--- src/rtl/sar_pkg.sv ---
// Shared types and defaults for the 5-bit SAR controller.
package sar_pkg;

  typedef enum logic [2:0] {
    S_IDLE,
    S_SAMP,
    S_SETL,
    S_CMPR,
    S_DONE
  } sar_state_e;

  localparam int NBIT_DEF  = 5;
  localparam int NSAMP_DEF = 2;
  localparam int TMO_DEF   = 15;

  // Width of a counter/index able to hold values 0..n-1, never below 1 bit.
  function automatic int cnt_w(input int n);
    return (n <= 2) ? 1 : $clog2(n);
  endfunction

endpackage

--- src/rtl/sar_cmp_wdog.sv ---
// Comparator watchdog: counts consecutive armed cycles and flags expiry on the
// TMO-th one. Only instantiated when SAR_CMP_TIMEOUT_EN is defined.
module sar_cmp_wdog
  import sar_pkg::*;
#(
  parameter int TMO = TMO_DEF
) (
  input  logic CK,
  input  logic RST,
  input  logic ARM,
  input  logic CLR,
  output logic EXP
);

  localparam int CW = cnt_w(TMO + 1);
  localparam logic [CW-1:0] LAST = CW'(TMO - 1);

  logic [CW-1:0] cnt_q, cnt_d;

  // Count while armed, restart on any decision or state change, saturate at the last cycle.
  always_comb begin
    cnt_d = cnt_q;
    if (CLR || !ARM)       cnt_d = '0;
    else if (cnt_q != LAST) cnt_d = cnt_q + 1'b1;
  end

  // Counter register.
  always_ff @(posedge CK or posedge RST) begin
    if (RST) cnt_q <= '0;
    else     cnt_q <= cnt_d;
  end

  assign EXP = ARM && (cnt_q == LAST);

endmodule

--- src/rtl/sar_ctrl_5b.sv ---
// SAR controller for the 5-bit binary-weighted CDAC: sample, MSB..LSB trials with
// a comparator strobe handshake, then a valid/ack return of the resolved code.
// Zero-wait latency: the START-sampling edge counts as 1, DVLD rises on edge
// NSAMP + 2*NBIT + 1. Optional comparator timeout: define SAR_CMP_TIMEOUT_EN.
module sar_ctrl_5b
  import sar_pkg::*;
#(
  parameter int NBIT  = NBIT_DEF,
  parameter int NSAMP = NSAMP_DEF
`ifdef SAR_CMP_TIMEOUT_EN
  ,
  parameter int TMO   = TMO_DEF
`endif
) (
  input  logic            CK,
  input  logic            RST,
  input  logic            START,
  output logic            SAMPLE,
  output logic [NBIT-1:0] CB,
  output logic            CMP_EN,
  input  logic            CMP_RDY,
  input  logic            CMP,
  output logic [NBIT-1:0] DOUT,
  output logic            DVLD,
  input  logic            DACK,
  output logic            BUSY,
  output logic            ERR
);

  localparam int PTR_W = cnt_w(NBIT);
  localparam logic [PTR_W-1:0] PTR_MSB   = PTR_W'(NBIT - 1);
  localparam logic [3:0]       SAMP_LAST = 4'(NSAMP - 1);

  sar_state_e      state_q, state_d;
  logic [NBIT-1:0] cb_q, cb_d;
  logic [NBIT-1:0] dout_q, dout_d;
  logic [PTR_W-1:0] ptr_q, ptr_d;
  logic [3:0]      scnt_q, scnt_d;
  logic            resolve, bitv, tmo_exp;

  // Next-state: sampling window, trial sequencing, result hand-off.
  always_comb begin
    state_d = state_q;
    cb_d    = cb_q;
    dout_d  = dout_q;
    ptr_d   = ptr_q;
    scnt_d  = scnt_q;
    resolve = 1'b0;
    bitv    = 1'b0;
    if (state_q == S_CMPR) begin
      // A real decision wins over a coincident timeout; a timeout resolves as 0.
      resolve = CMP_RDY | tmo_exp;
      bitv    = CMP_RDY & CMP;
    end
    case (state_q)
      S_IDLE: begin
        if (START) begin
          state_d = S_SAMP;
          cb_d    = '0;
          ptr_d   = PTR_MSB;
          scnt_d  = '0;
        end
      end
      S_SAMP: begin
        if (scnt_q == SAMP_LAST) begin
          state_d        = S_SETL;
          cb_d[NBIT-1]   = 1'b1;
        end else begin
          scnt_d = scnt_q + 1'b1;
        end
      end
      S_SETL: state_d = S_CMPR;
      S_CMPR: begin
        if (resolve) begin
          cb_d[ptr_q] = bitv;
          if (ptr_q != '0) begin
            cb_d[ptr_q - 1'b1] = 1'b1;
            ptr_d   = ptr_q - 1'b1;
            state_d = S_SETL;
          end else begin
            dout_d  = cb_d;
            state_d = S_DONE;
          end
        end
      end
      S_DONE: begin
        if (DACK) begin
          cb_d = '0;
          if (START) begin
            // Back-to-back: skip IDLE and start tracking on the next cycle.
            state_d = S_SAMP;
            ptr_d   = PTR_MSB;
            scnt_d  = '0;
          end else begin
            state_d = S_IDLE;
          end
        end
      end
      default: state_d = S_IDLE;
    endcase
  end

  // State and datapath registers; reset aborts any conversion in flight.
  always_ff @(posedge CK or posedge RST) begin
    if (RST) begin
      state_q <= S_IDLE;
      cb_q    <= '0;
      dout_q  <= '0;
      ptr_q   <= PTR_MSB;
      scnt_q  <= '0;
    end else begin
      state_q <= state_d;
      cb_q    <= cb_d;
      dout_q  <= dout_d;
      ptr_q   <= ptr_d;
      scnt_q  <= scnt_d;
    end
  end

`ifdef SAR_CMP_TIMEOUT_EN
  logic err_q;
  logic wd_clr;

  assign wd_clr = CMP_RDY | (state_d != state_q);

  sar_cmp_wdog #(.TMO(TMO)) u_wdog (
    .CK  (CK),
    .RST (RST),
    .ARM (state_q == S_CMPR),
    .CLR (wd_clr),
    .EXP (tmo_exp)
  );

  // Sticky timeout flag, cleared when a new conversion is accepted from IDLE.
  always_ff @(posedge CK or posedge RST) begin
    if (RST)                                      err_q <= 1'b0;
    else if (state_q == S_IDLE && START)          err_q <= 1'b0;
    else if (state_q == S_CMPR && tmo_exp && !CMP_RDY) err_q <= 1'b1;
  end

  assign ERR = err_q;
`else
  assign tmo_exp = 1'b0;
  assign ERR     = 1'b0;
`endif

  assign SAMPLE = (state_q == S_SAMP);
  assign CMP_EN = (state_q == S_CMPR);
  assign BUSY   = (state_q == S_SAMP) || (state_q == S_SETL) || (state_q == S_CMPR);
  assign DVLD   = (state_q == S_DONE);
  assign CB     = cb_q;
  assign DOUT   = dout_q;

endmodule

--- config.mk ---
export PLATFORM = sky130hd
export DESIGN_NAME = sar_ctrl_5b
export DESIGN_NICKNAME = d
export VERILOG_FILES = /design/src/rtl/sar_pkg.sv /design/src/rtl/sar_cmp_wdog.sv /design/src/rtl/sar_ctrl_5b.sv
export SDC_FILE = /design/constraint.sdc
export NUM_CORES = 1
export LEC_CHECK = 0
export ABC_AREA = 1
export CORE_ASPECT_RATIO = 1.2
export CORE_MARGIN = 4
export CORE_UTILIZATION = 40
export DETAILED_ROUTE_END_ITERATION = 6
export GPL_ROUTABILITY_DRIVEN = 0
export PLACE_DENSITY = 0.73
export REMOVE_ABC_BUFFERS = 1
export SLEW_MARGIN = 0
export SYNTH_ARGS = -nofsm -noshare
export SYNTH_HDL_FRONTEND = slang
export SYNTH_SLANG_ARGS = --single-unit
export TNS_END_PERCENT = 30
--- constraint.sdc ---
create_clock -name CK -period 5.5 [get_ports CK]
set_clock_uncertainty 0.2 [all_clocks]
set_input_delay 0.825 -clock CK [delete_from_list [all_inputs] [get_ports CK]]
set_output_delay 0.825 -clock CK [all_outputs]
set_load 0.03 [all_outputs]
# --- After elaboration in Yosys (flattened, before gate mapping) ---
# Cells that the tools add are included.
word_totals:
  output_inout_bits: 15
  word_cells: 71
  register_bits: 20
op_classes:
  addsub: 2
  order_cmp: 4
  n_mux: 30
  n_eq_ne: 11
  n_reduce_logical: 15
  bitwise: 3
ops:
  columns: ["op", "n"]
  rows:
  - ["$mux 3", 9]
  - ["$pmux 4 s3", 2]
  - ["$mux 5", 4]
  - ["$pmux 3 s5", 1]
  - ["$mux 4", 3]
  - ["$reduce_and 4->1", 3]
  - ["$pmux 3 s3", 1]
  - ["$reduce_bool 3->1", 3]
  - ["$lt 3x4->1 const B", 2]
  - ["$ne 2x1->1 const B", 4]
  - ["$demux 1 s3", 2]
  - ["$eq 3x2->1 const B", 2]
  - ["$ge 3x1->1 const B", 2]
  - ["$mux 1", 6]
  - ["$reduce_and 3->1", 2]
  - ["$bwmux 5", 1]
  - ["$or 5x5->5", 1]
  - ["$reduce_and 5->1", 1]
  - ["$add 4x1->4 const B", 1]
  - ["$eq 4x1->1 const B", 1]
  - ["$ne 2x2->1 const B", 2]
  - ["$pmux 1 s4", 1]
  - ["$reduce_bool 4->1", 1]
  - ["$eq 3x1->1 const B", 1]
  - ["other kinds (7)", 9]

# --- Logic depth before layout (Yosys ltp) ---
logic_depth:
  depth_word: 9
  ltp_mapped: 10
  mapped_depth_nobuf: 10

# --- Worst setup path before layout ---
# OpenSTA, ideal clock, no wires.
synth_timing:
  path_type: "register -> output"
  start: "register state_q[1]"
  end: "output port DVLD"
  arrival_ns: 1.113
  required_time_ns: 4.475
  path_slack_ns: 3.362
  path_stages_with_launch: 4
  path_cell_list: "dfrtp_1 > nor2_2 > inv_1 > nor2_1"
synth_between:
  elab_chain_len: 1
synth_rtl:
  columns: ["element", "line", "text"]
  rows:
  - ["from (decl)", "sar_ctrl_5b.sv:34", "sar_state_e state_q, state_d;"]
  - ["from (signal assigned)", "sar_ctrl_5b.sv:112", "state_q <= state_d;"]
  - ["$eq 3x3->1", "sar_ctrl_5b.sv:150", "assign DVLD = (state_q == S_DONE);"]
  - ["to (decl)", "sar_ctrl_5b.sv:24", "output logic DVLD,"]
# No other way between the ends.

# --- Worst setup path in the final report ---
# Same ends and word-level chain as after synthesis.

==> metrics.txt <==
root buffer cell=clkbuf_4; post-synthesis xor/xnor area fraction=0%; share of cells above drive strength 1=6.93%; net switching power=425 uW; global route overflow=0; worst hold-check path type=reg -> reg; GRT Total Usage=15.3%; hpwl dp=2120 um; Synth Area in Simple Gates=37.2%; Critical Path, Cell by Cell=nor2_2 -> inv_1 -> nor2_1 -> clkdlybuf4s50_1; DRC=0; global-route wire length before repair=4970 um; reg-to-reg startpoint=ptr_q[0]$_DFFE_PP0P_; Mean Syn Cell Area=6.94 um^2; Max Root-Sink Buffers=2; DR vias/cell=4.92; RSZ-0062 raised after global routing=no; Worst-path clk slew=0.11 ns; CP arrival=1.88 ns; area delta synth->final=20.9%; multiplexer share of the synthesized area=0%; main combinational cell family by area after synthesis=simple AND/OR/NAND/NOR gates; Post-CTS Setup Bufs=0; compound-cell area share of the yosys netlist=8.72%; row count=21; setup_tns=0 ns; CTS Hold Bufs=0; Die W=59.0 um; CTS tree=yes; Buf/Inv on CP=2; worst slew pin tran=0.739 ns; Comb pwr share=60.1%; Die Y=69.2 um; sw frac=49.2%; Initial Util=43.2%; # resized after CTS=0; pwr/cell area=572 nW/um^2; final count of hold timing violations=0; total CTS buffers=3; Pre-antenna DRT Iters=4; antenna violations before repair=0; highest clock rate=0.344 GHz; CP required=4.47 ns; Vias=1160; DRT antenna net count=0; Yosys cell types=23; max-cap viol count=0; pin count of the biggest net entering global routing=21; Worst Setup End Kind=output pin; core box area=2890 um^2; diode count=0; Clk pwr share=9.8%; H-tree depth=1; Crit Path Class=reg -> out; Initial DRC Count=46; fraction of registers with async set/reset=100%; clock latency on the worst-skew pair=0.30 ns; drt total wl=2670 um; Port-buffer cells=19; clock sink count=20; fin nets=213; Worst path slowest cell=clkdlybuf4s50_1; register area share after synthesis=40.2%; fin. max-slew vios=0; worst hold path startpoint=DOUT[4]$_DFFE_PP0P_; Post-synth EDFFs=0; setup slack after placement=2.94 ns; Yosys warnings=0; Setup violations, final=0; worst vdd ir=255 uV; crit path launch=state_q[1]$_DFFE_PP0P_; CP max stage delay=0.67 ns; synthesized area=1250 um^2; Max-slew headroom=50.7%; # IOs=21; WL per Instance=11.3 um; post-route setup slack=2.60 ns; Final Core Density=52.3%; crit path max fanout=6; Top FF cell, synth=dfrtp_1; post-synthesis adder-cell area fraction=4.01%; Mapped Cells=180; Pleak=0.000766 uW; post-layout min period=2.90 ns; Worst Setup Start Kind=flop; status=finished clean; vias in the first global route=1159; Int Power=439 uW; die area=4080 um^2; final worst path period share=52.8%; Sequential Power Share=30.0%; cell family with most CP delay=buffers and inverters; number of synthesized register bits=20
## power by group through the flow
stage               combinational [uW]  clock, uW  sequential, uW
floorplan                          316          0             310
finish                             519       84.8             259
detailed placement                 522          0             262
CTS                                525       90.3             259
global route                       587       95.2             270
global placement                   521          0             260
## cells by family (layout without fill, tap and decap cells)
family | count (synthesis) | after routing
compound gates | 19 | 19
fa+ha+maj | 4 | 4
simple gates | 105 | 105
buf+inv | 31 | 53
flops | 20 | 20
other cells | 1 | 1
## final cells by class
class | instances | area (um^2)
Timing Repair Buffer | 19 | 190
Sequential cell | 20 | 502
Multi-Input combinational cell | 129 | 627
Fill cell | 287 | 1380
Tap cell | 34 | 42.5
Clock buffer | 4 | 36.3
Inverter | 30 | 113
## routing by layer
metal / vias up / global-route usage [%] / part of all wire, %
met5: - / 0 / 0
met4: 0 / 4.53 / 1.2
met3: 3 / 2.61 / 2.4
met2: 15 / 25.6 / 50
met1: 521 / 19.8 / 47
li1: 621 / - / -
## layout by cell type (no fill, tap or decap), types with 2 or more instances in the layout
cell / instances
o21a_1: 2
nor3_1: 4
ha_1: 4
a21oi_1: 4
nor2_2: 4
inv_1: 28
clkdlybuf4s50_1: 19
dfrtp_1: 19
o21ai_1: 6
o21ai_0: 3
nand2_1: 54
nand4_1: 3
nand3_1: 23
clkbuf_4: 3
nor2_1: 13
inv_2: 2
o211ai_1: 3
## registers in the layout (all words and copies together), names as in the netlist
| name | cells |
|---|---|
| ptr_q | 3 |
| DOUT | 5 |
| CB | 5 |
| scnt_q | 4 |
| state_q | 3 |
## through the flow
stage	power, uW	cell area (um^2)	hold WS [ns]	std cells
after CTS	874	1510	0.310	236
after detailed placement	784	1470	0.281	232
after floorplan	625	1240	0.306	179
after global placement	781	1470	0.271	232
final	863	1510	0.302	236
after global routing	952	1510	0.346	236
## path summary, 6_finish.rpt
check,end,slack [ns],cells past startpoint
max,DVLD,2.60,4
min,DOUT[4]$_DFFE_PP0P_,0.30,1
max reg2reg,DOUT[1]$_DFFE_PP0P_,3.34,8
min reg2reg,DOUT[4]$_DFFE_PP0P_,0.30,1
max in group asynchronous,CB[0]$_DFFE_PP0P_,3.90,2
min in group asynchronous,CB[4]$_DFFE_PP0P_,0.74,2
## synthesized netlist by cell type, types with 4 or more instances
library cell,number,area (um^2)
a21oi_1,4,20.0
dfrtp_1,19,475
ha_1,4,50.1
inv_1,28,105
nand2_1,54,203
nand3_1,23,115
nor2_1,13,48.8
nor2_2,4,25.0
nor3_1,4,20.0
o21ai_1,6,30.0
No activity file was read; power rests on OpenSTA's default activity.
